===== src/rtl/uart_tx_arbiter.sv =====
// Round-robin arbiter sharing one UART transmitter among NUM_REQ byte producers.
// Each granted byte is sequenced through issue (wr_en pulse), wait for busy to
// rise (with timeout) and wait for busy to fall. An optional burst lock keeps
// the grant on one requester until it delivers a byte flagged last.
module uart_tx_arbiter #(
    parameter int NUM_REQ      = 4,
    parameter int BUSY_TIMEOUT = 16
) (
    input  logic                       clk,
    input  logic                       rst,
    input  logic [NUM_REQ-1:0]         req_valid,
    input  logic [8*NUM_REQ-1:0]       req_data,
    input  logic [NUM_REQ-1:0]         req_last,
    output logic [NUM_REQ-1:0]         req_ready,
    output logic [7:0]                 uart_din,
    output logic                       uart_wr_en,
    input  logic                       uart_tx_busy,
    output logic [$clog2(NUM_REQ)-1:0] grant_id,
    output logic                       active,
    output logic                       err_timeout
);

    localparam int IW = $clog2(NUM_REQ);
    localparam int CW = $clog2(BUSY_TIMEOUT + 1);
    localparam logic [IW-1:0] LAST_IDX = IW'(NUM_REQ - 1);

    typedef enum logic [2:0] {
        S_IDLE      = 3'd0,
        S_ISSUE     = 3'd1,
        S_WAIT_BUSY = 3'd2,
        S_WAIT_DONE = 3'd3,
        S_HOLD      = 3'd4
    } state_t;

    state_t          state_q, state_d;
    logic [7:0]      din_q, din_d;
    logic [IW-1:0]   grant_q, grant_d;
    logic [IW-1:0]   rr_ptr_q, rr_ptr_d;
    logic            lock_q, lock_d;
    logic [CW-1:0]   cnt_q, cnt_d;
    logic            err_q, err_d;
    logic            wr_en_q;
    logic            active_q;
    logic [NUM_REQ-1:0] ready_s;
    logic            win_found_s;
    logic [IW-1:0]   win_idx_s;

    // Index increment that wraps at NUM_REQ-1, also for non-power-of-two counts.
    function automatic logic [IW-1:0] next_idx(input logic [IW-1:0] idx);
        if (idx == LAST_IDX) begin
            next_idx = {IW{1'b0}};
        end else begin
            next_idx = idx + IW'(1);
        end
    endfunction

    // Pick the first valid requester scanning upward from rr_ptr (wrapping).
    always_comb begin
        win_found_s = 1'b0;
        win_idx_s   = {IW{1'b0}};
        for (int i = NUM_REQ - 1; i >= 0; i--) begin
            int c;
            c = int'(rr_ptr_q) + i;
            if (c >= NUM_REQ) begin
                c = c - NUM_REQ;
            end else begin
                c = c;
            end
            if (req_valid[c]) begin
                win_found_s = 1'b1;
                win_idx_s   = IW'(c);
            end else begin
                win_found_s = win_found_s;
            end
        end
    end

    // Next-state logic for the issue/busy sequence, grant capture and lock.
    always_comb begin
        state_d  = state_q;
        din_d    = din_q;
        grant_d  = grant_q;
        rr_ptr_d = rr_ptr_q;
        lock_d   = lock_q;
        cnt_d    = cnt_q;
        err_d    = 1'b0;
        ready_s  = {NUM_REQ{1'b0}};
        case (state_q)
            S_IDLE: begin
                if (!uart_tx_busy && win_found_s) begin
                    ready_s[win_idx_s] = 1'b1;
                    din_d   = req_data[8*int'(win_idx_s) +: 8];
                    grant_d = win_idx_s;
                    lock_d  = ~req_last[win_idx_s];
                    state_d = S_ISSUE;
                end else begin
                    state_d = S_IDLE;
                end
            end
            S_ISSUE: begin
                cnt_d   = {CW{1'b0}};
                state_d = S_WAIT_BUSY;
            end
            S_WAIT_BUSY: begin
                if (uart_tx_busy) begin
                    state_d = S_WAIT_DONE;
                end else begin
                    cnt_d = cnt_q + CW'(1);
                    if (cnt_d == CW'(BUSY_TIMEOUT)) begin
                        err_d    = 1'b1;
                        lock_d   = 1'b0;
                        rr_ptr_d = next_idx(grant_q);
                        state_d  = S_IDLE;
                    end else begin
                        state_d = S_WAIT_BUSY;
                    end
                end
            end
            S_WAIT_DONE: begin
                if (!uart_tx_busy) begin
                    if (lock_q) begin
                        state_d = S_HOLD;
                    end else begin
                        rr_ptr_d = next_idx(grant_q);
                        state_d  = S_IDLE;
                    end
                end else begin
                    state_d = S_WAIT_DONE;
                end
            end
            S_HOLD: begin
                if (req_valid[grant_q] && !uart_tx_busy) begin
                    ready_s[grant_q] = 1'b1;
                    din_d   = req_data[8*int'(grant_q) +: 8];
                    lock_d  = ~req_last[grant_q];
                    state_d = S_ISSUE;
                end else begin
                    state_d = S_HOLD;
                end
            end
            default: begin
                state_d = S_IDLE;
            end
        endcase
    end

    // State and output registers with synchronous reset; wr_en and active are
    // registered from the next state so they line up with ISSUE / non-IDLE.
    always_ff @(posedge clk) begin
        if (rst) begin
            state_q  <= S_IDLE;
            din_q    <= 8'h00;
            grant_q  <= {IW{1'b0}};
            rr_ptr_q <= {IW{1'b0}};
            lock_q   <= 1'b0;
            cnt_q    <= {CW{1'b0}};
            err_q    <= 1'b0;
            wr_en_q  <= 1'b0;
            active_q <= 1'b0;
        end else begin
            state_q  <= state_d;
            din_q    <= din_d;
            grant_q  <= grant_d;
            rr_ptr_q <= rr_ptr_d;
            lock_q   <= lock_d;
            cnt_q    <= cnt_d;
            err_q    <= err_d;
            wr_en_q  <= (state_d == S_ISSUE);
            active_q <= (state_d != S_IDLE);
        end
    end

    assign req_ready   = rst ? {NUM_REQ{1'b0}} : ready_s;
    assign uart_din    = din_q;
    assign uart_wr_en  = wr_en_q;
    assign grant_id    = grant_q;
    assign active      = active_q;
    assign err_timeout = err_q;

endmodule


===== config.mk =====
export PLATFORM = sky130hd
export DESIGN_NAME = uart_tx_arbiter
export DESIGN_NICKNAME = d
export VERILOG_FILES = /design/src/rtl/uart_tx_arbiter.sv
export SDC_FILE = /design/constraint.sdc
export NUM_CORES = 1
export LEC_CHECK = 0
export BUFFER_PORTS_ARGS = -buffer_cell sky130_fd_sc_hd__buf_4
export CORE_AREA = 2 2 72 53
export CTS_BUF_LIST = sky130_fd_sc_hd__clkbuf_8 sky130_fd_sc_hd__clkbuf_16
export DETAILED_ROUTE_END_ITERATION = 8
export DIE_AREA = 0 0 74 55
export PLACE_DENSITY_LB_ADDON = 0.15
export SYNTH_ARGS = -nofsm -noshare
export SYNTH_HDL_FRONTEND = slang
export SYNTH_SLANG_ARGS = --single-unit

===== constraint.sdc =====
create_clock -name clk -period 2.1 [get_ports clk]
set_input_delay 0.315 -clock clk [delete_from_list [all_inputs] [get_ports clk]]
set_output_delay 0.315 -clock clk [all_outputs]
set_load 0.03 [all_outputs]

* Word-level counts from Yosys, hierarchy flattened
Index checks and enable logic that the tools add are counted.
** Word-level totals
- Memory bits (read-only) :: 0
- Memories :: 0
- Bits in registers :: 24
- Logic and storage cells :: 127
- Bits in latches :: 0
- Output and inout bits :: 17
- Bits of input ports :: 43
- Memory bits (writable) :: 0
** Cells by class
- Div/mod/pow operators :: 0
- Bitwise gates (word level) :: 3
- Mux-type cells :: 62
- Reductions and logical operators :: 17
- Order comparisons :: 12
- $mul :: 0
- Equal/unequal tests :: 13
- Shift-type cells :: 2
- $add $sub $neg :: 9
** Operator list (count)
- $lt 32x4->1 const B :: 4
- $mux 32 :: 4
- $shiftx 32x6->8 :: 2
- $mux 1 :: 23
- $mux 2 :: 11
- $mux 8 :: 2
- $pmux 8 s2 :: 1
- $pmux 3 s5 :: 1
- $bmux 1 s2 :: 7
- $mux 4 :: 3
- $ne 2x2->1 const B :: 6
- $sub 3x3->4 const B :: 3
- $pmux 5 s2 :: 1
- $reduce_and 5->1 :: 2
- $ge 3x3->1 const B :: 3
- $mux 3 :: 3
- $pmux 4 s2 :: 1
- $add 2x2->3 const B :: 2
- $eq 3x1->1 const B :: 2
- $eq 3x2->1 const B :: 2
- $lt 2x3->1 const B :: 2
- $reduce_bool 2->1 :: 3
- $reduce_bool 3->1 :: 2
- $add 5x1->5 const B :: 1
- 19 further kinds :: 27

* Logic depth before layout (Yosys ltp)
- Word-level depth :: 17
- Gate-level depth with buffers :: 8

* Worst setup path after synthesis
OpenSTA, ideal clock, no wires.
- Path type :: input port to output port
- From :: in uart_tx_busy
- To :: out req_ready[0]
- Slack :: -0.053 ns
- Arrival :: 1.838 ns
- Stages on the path :: 6
- Cells stage by stage :: or3_1 -> or3_1 -> clkbuf_1 -> nor2b_1 -> a22oi_1 -> nor2_1
** Between the ends
- Word-level cells in the longest chain between the ends :: 5
** Ends and longest elaborated chain
- from (decl) :: line 17 : input logic uart_tx_busy,
- $logic_not 1->1 * :: line 90, 132
- $logic_and 1x1->1 (on tied branches) :: line 132, 90
- $mux 4 (on tied branches) :: line 132, 90
- $pmux 4 s2 * :: line 88 : case (state_q)
- $mux 4 * :: line 173 : assign req_ready = rst ? {NUM_REQ{1'b0}} : ready_s;
- to (decl) :: line 14 : output logic [NUM_REQ-1:0] req_ready,
Every way passes the cells marked *; elsewhere a longest branch is shown, timed or not.

* Worst setup path after layout
- From :: reg state_q[0]
- To :: out req_ready[2]
** Between the ends
- Word-level cells in the longest chain between the ends :: 3
** Ends and longest elaborated chain
- from (decl) :: line 35 : state_t state_q, state_d;
- from (signal assigned) :: line 161 : state_q <= state_d;
- $eq 3x3->1 / $logic_not 3->1 (equally long branches) :: line 88
- $pmux 4 s2 * :: line 88
- $mux 4 * :: line 173
Marks and branches as above.

==> impl_results.md <==
* Status: finished, violations left
* Failing checks: negative setup slack
* Port Buf Inserts at 59
* Hold buffers post-CTS at 0
* Final cycle utilization of the critical path at 101.8%
* Synth-to-Final Area Change at 44.36%
* Worst-Skew Late Latency at 270 ps
* Detail Route Antenna Nets at 0
* Critical R2R Capture: uart_din[7]
* # clock sinks at 24
* Sw frac at 29.18%
* Crit path time final at 2138 ps
* Fin. max-slew vios at 0
* Critical path depth in cells at 6
* First-pass GRT wire length at 6499 um
* Syn Area/Cell at 8.462 um^2
* CTS tree: built
* EDFF count, synth at 0
* Ranking of synthesized cells by area: dfxtp_1 (30%), nor2_1 (6.5%), a21oi_1 (5.0%)
* Sequential area share after synthesis at 29.88%
* Crit-path leading delay family: simple AND/OR/NAND/NOR gates
* Clock transition at path regs at 90 ps
* Crit-path cells: or3_4, or3_4, nor2b_2, a22oi_1, nor2_2, buf_6
* CP Max Fanout at 3
* Die height at 55 um
* Detailed placement HPWL at 3080 um
* Crit. Startpoint: state_q[0]
* Reg2reg start: rr_ptr_q[1]
* Most used DFF post-synth: dfxtp_1
* Full die area at 4070 um^2
* Synth Cell Area at 1608 um^2
* CP Launch Type: register
* Yosys warns at 0
* Largest stage delay, worst path at 360 ps
* CP Data Arrival Time at 1820 ps
* CTS buffer count at 3
* Initial drt markers at 49
* PwrDens at 578.7 nW/um^2
* Vias per cell at 5.258
* Final Hold Viols at 0
* Clk_skew at 5.162 ps
* Fmax at 0.4678 GHz
* Core ar. at 3401 um^2
* Die Wd at 74 um
* Total number of vias at 1651
* Cell count after placement at 307
* P_sw at 0.0003920 W
* Yosys top cell area share at 29.88%
* Setup violators final at 4
* P_leak at 0.9702 nW
* Ant diodes at 0
* WL/cell at 13.22 um
* Initial DRT Pass Iterations at 4
* Seq pwr share at 37.4%
* Register-to-register setup slack at 130 ps
* Number of max-cap violations at 0
* Placer Congestion at 0.8181
* Async SR Flop Fraction at 0%
* CTS H-tree lvls at 1
* Residual DRC at 0
* Io pins at 60
* Internal power at 0.0009512 W
* Worst Path Required at 1780 ps
* Antenna violations before repair at 0
* Global route overflow at 0
* Syn Nets at 239
* Final wirelength at 4151 um
* CTS Root Cell: clkbuf_8
* Initial Util at 47.28%
* Crit path to: req_ready[2]
* Largest net degree at the start of global routing at 22
* Max_slew headroom at 77.80%
* Nets at 314
* RSZ-0062 raised after global routing: yes
* Slew @ Worst Pin at 329.9 ps
* Final worst slack at -37.79 ps
* Post-Syn Instances at 190
* Number of global-route vias before repair at 1398
* Layout cell share with drive strength beyond 1 at 41.67%
* Crit Path Category: register to output pin
* Clock power share at 30.6%
* Critical path's slowest cell: or3_4
* Fillcell total at 287
* Logic gate share of total power at 32.0%
* Buf+Inv Stages, Crit Path at 1
* Post-route non-filler standard cell count at 314
* Crit path capture type: output pin
* Tightest Hold Check Type: input pin to register
* Post-synthesis sequential element count at 24
* Largest area contributor in the netlist: dfxtp_1
* Clock Path Buffers at 2
* Row count at 18
* Pwr Total at 0.001343 W
* Critical path's most frequent cell: or3_4
* Maximum vdd ir drop at 458.9 uV
* Total track usage at 20.81%
* R2r worst-path depth at 8
* Synth cell types at 48
==> cell usage in the layout (no fill, tap or decap), types with 3 or more instances in the layout <==
cell type  synthesis  layout
buf_4              0      75
nor2_1            28      23
dfxtp_1           24      22
nand2_1           16      16
a21oi_1           16      16
o22ai_1            8       8
nand2b_1           7       7
mux2i_1            6       6
mux2_2             6       6
a311oi_1           7       6
ha_1               6       6
a22oi_1            5       5
nor2_2             0       5
inv_1              4       4
a21o_1             3       3
nor3_1             3       3
o21ai_0            3       3
nand3_1            3       3
clkbuf_8           0       3
==> power groups by stage <==
stage	clock, W	combinational, W	sequential, W
2_1_floorplan	0	0.000196	0.000566
3_3_place_gp	0	0.000406	0.000512
3_5_place_dp	0	0.000409	0.000512
4_1_cts	0.000419	0.000422	0.000502
5_1_grt	0.000435	0.000463	0.000507
6_report	0.000412	0.000429	0.000502
==> synth_stat cells (3+ instances only) <==
master,count
a21oi_1,16
o21ai_0,3
a21o_1,3
clkbuf_1,4
a22oi_1,5
ha_1,6
dfxtp_1,24
nor2_1,28
nor3_1,3
nand2b_1,7
or3_1,4
a311oi_1,7
nand3_1,3
mux2i_1,6
nand2_1,16
inv_1,4
mux2_2,6
o22ai_1,8
==> through the flow <==
stage	TNS [ps]	hold slack (ps)	util [%]	area (um^2)	setup WS, ps
after global placement	0	503.3	64.24	2185	25.30
after detailed placement	0	507.0	64.24	2185	21.27
after floorplan	0	478.2	-	1618	71.98
after CTS	-100.7	310.4	67.44	2293	-30.49
after global routing	-447.3	321.4	68.25	2321	-116.0
final	-93.47	311.5	68.25	2321	-37.79
==> metal layers <==
layer / track usage [%] / wire length (um) / vias up
li1: - / - / 849
met1: 29.20 / 2067 / 771
met2: 34.08 / 1920 / 29
met3: 4.348 / 150 / 2
met4: 2.727 / 12 / 0
met5: 0 / 0 / -
==> worst min path at each step <==
stage | start | end | slack (ps) | depth (start not counted)
global route | req_data[12] | uart_din[4] | 320 | 3
floorplan | req_data[8] | uart_din[0] | 480 | 2
CTS | req_data[13] | uart_din[5] | 310 | 3
finish | req_data[13] | uart_din[5] | 310 | 3
detailed placement | cnt_q[4] | cnt_q[4] | 510 | 1
global placement | cnt_q[4] | cnt_q[4] | 500 | 1
==> cell type report <==
| type | count | area [um^2] | share of cell area [%] |
|---|---|---|---|
| well taps | 50 | 62.56 | 2.695 |
| inverters | 4 | 15.01 | 0.6469 |
| clock buffers | 3 | 41.29 | 1.779 |
| flip-flops and latches | 24 | 483.0 | 20.81 |
| clock inverters | 1 | 30.03 | 1.294 |
| multi-input cells | 155 | 1104 | 47.55 |
| repair buffers | 77 | 585.6 | 25.23 |
==> worst reg2reg max path: stages (launching register included) <==
cell	delay [ps]
dfxtp_2	360
or3b_1	390
o221ai_2	90
buf_4	170
o21a_1	150
buf_4	160
mux2_1	320
o22ai_1	170
a211oi_2	60
==> kinds of logic (layout without fill, tap and decap cells) <==
kind of cell,after synthesis,after routing,share of synthesized area (%)
compound gates,58,58,25.99
xor+xnor,2,2,1.090
fa+ha+maj,6,6,4.669
buf+inv,11,85,4.124
flops,24,24,29.88
mux,16,16,12.37
simple gates,73,73,21.87
==> repair_timing <==
item / CTS / global route
pin swaps: 0 / 1
gates resized for setup: 8 / 2
setup buffers: 1 / 2
endpoints found under the setup margin: 4 / 12
endpoints found under the hold margin: 0 / 0
==> sequential cells by signal, summed over array words and instances, names as in the netlist <==
register     count
state_q          3
active           1
lock_q           1
uart_wr_en       1
rr_ptr_q         2
grant_id         2
err_timeout      1
cnt_q            5
uart_din         8
Note: power is estimated with default switching activity, not from simulation.
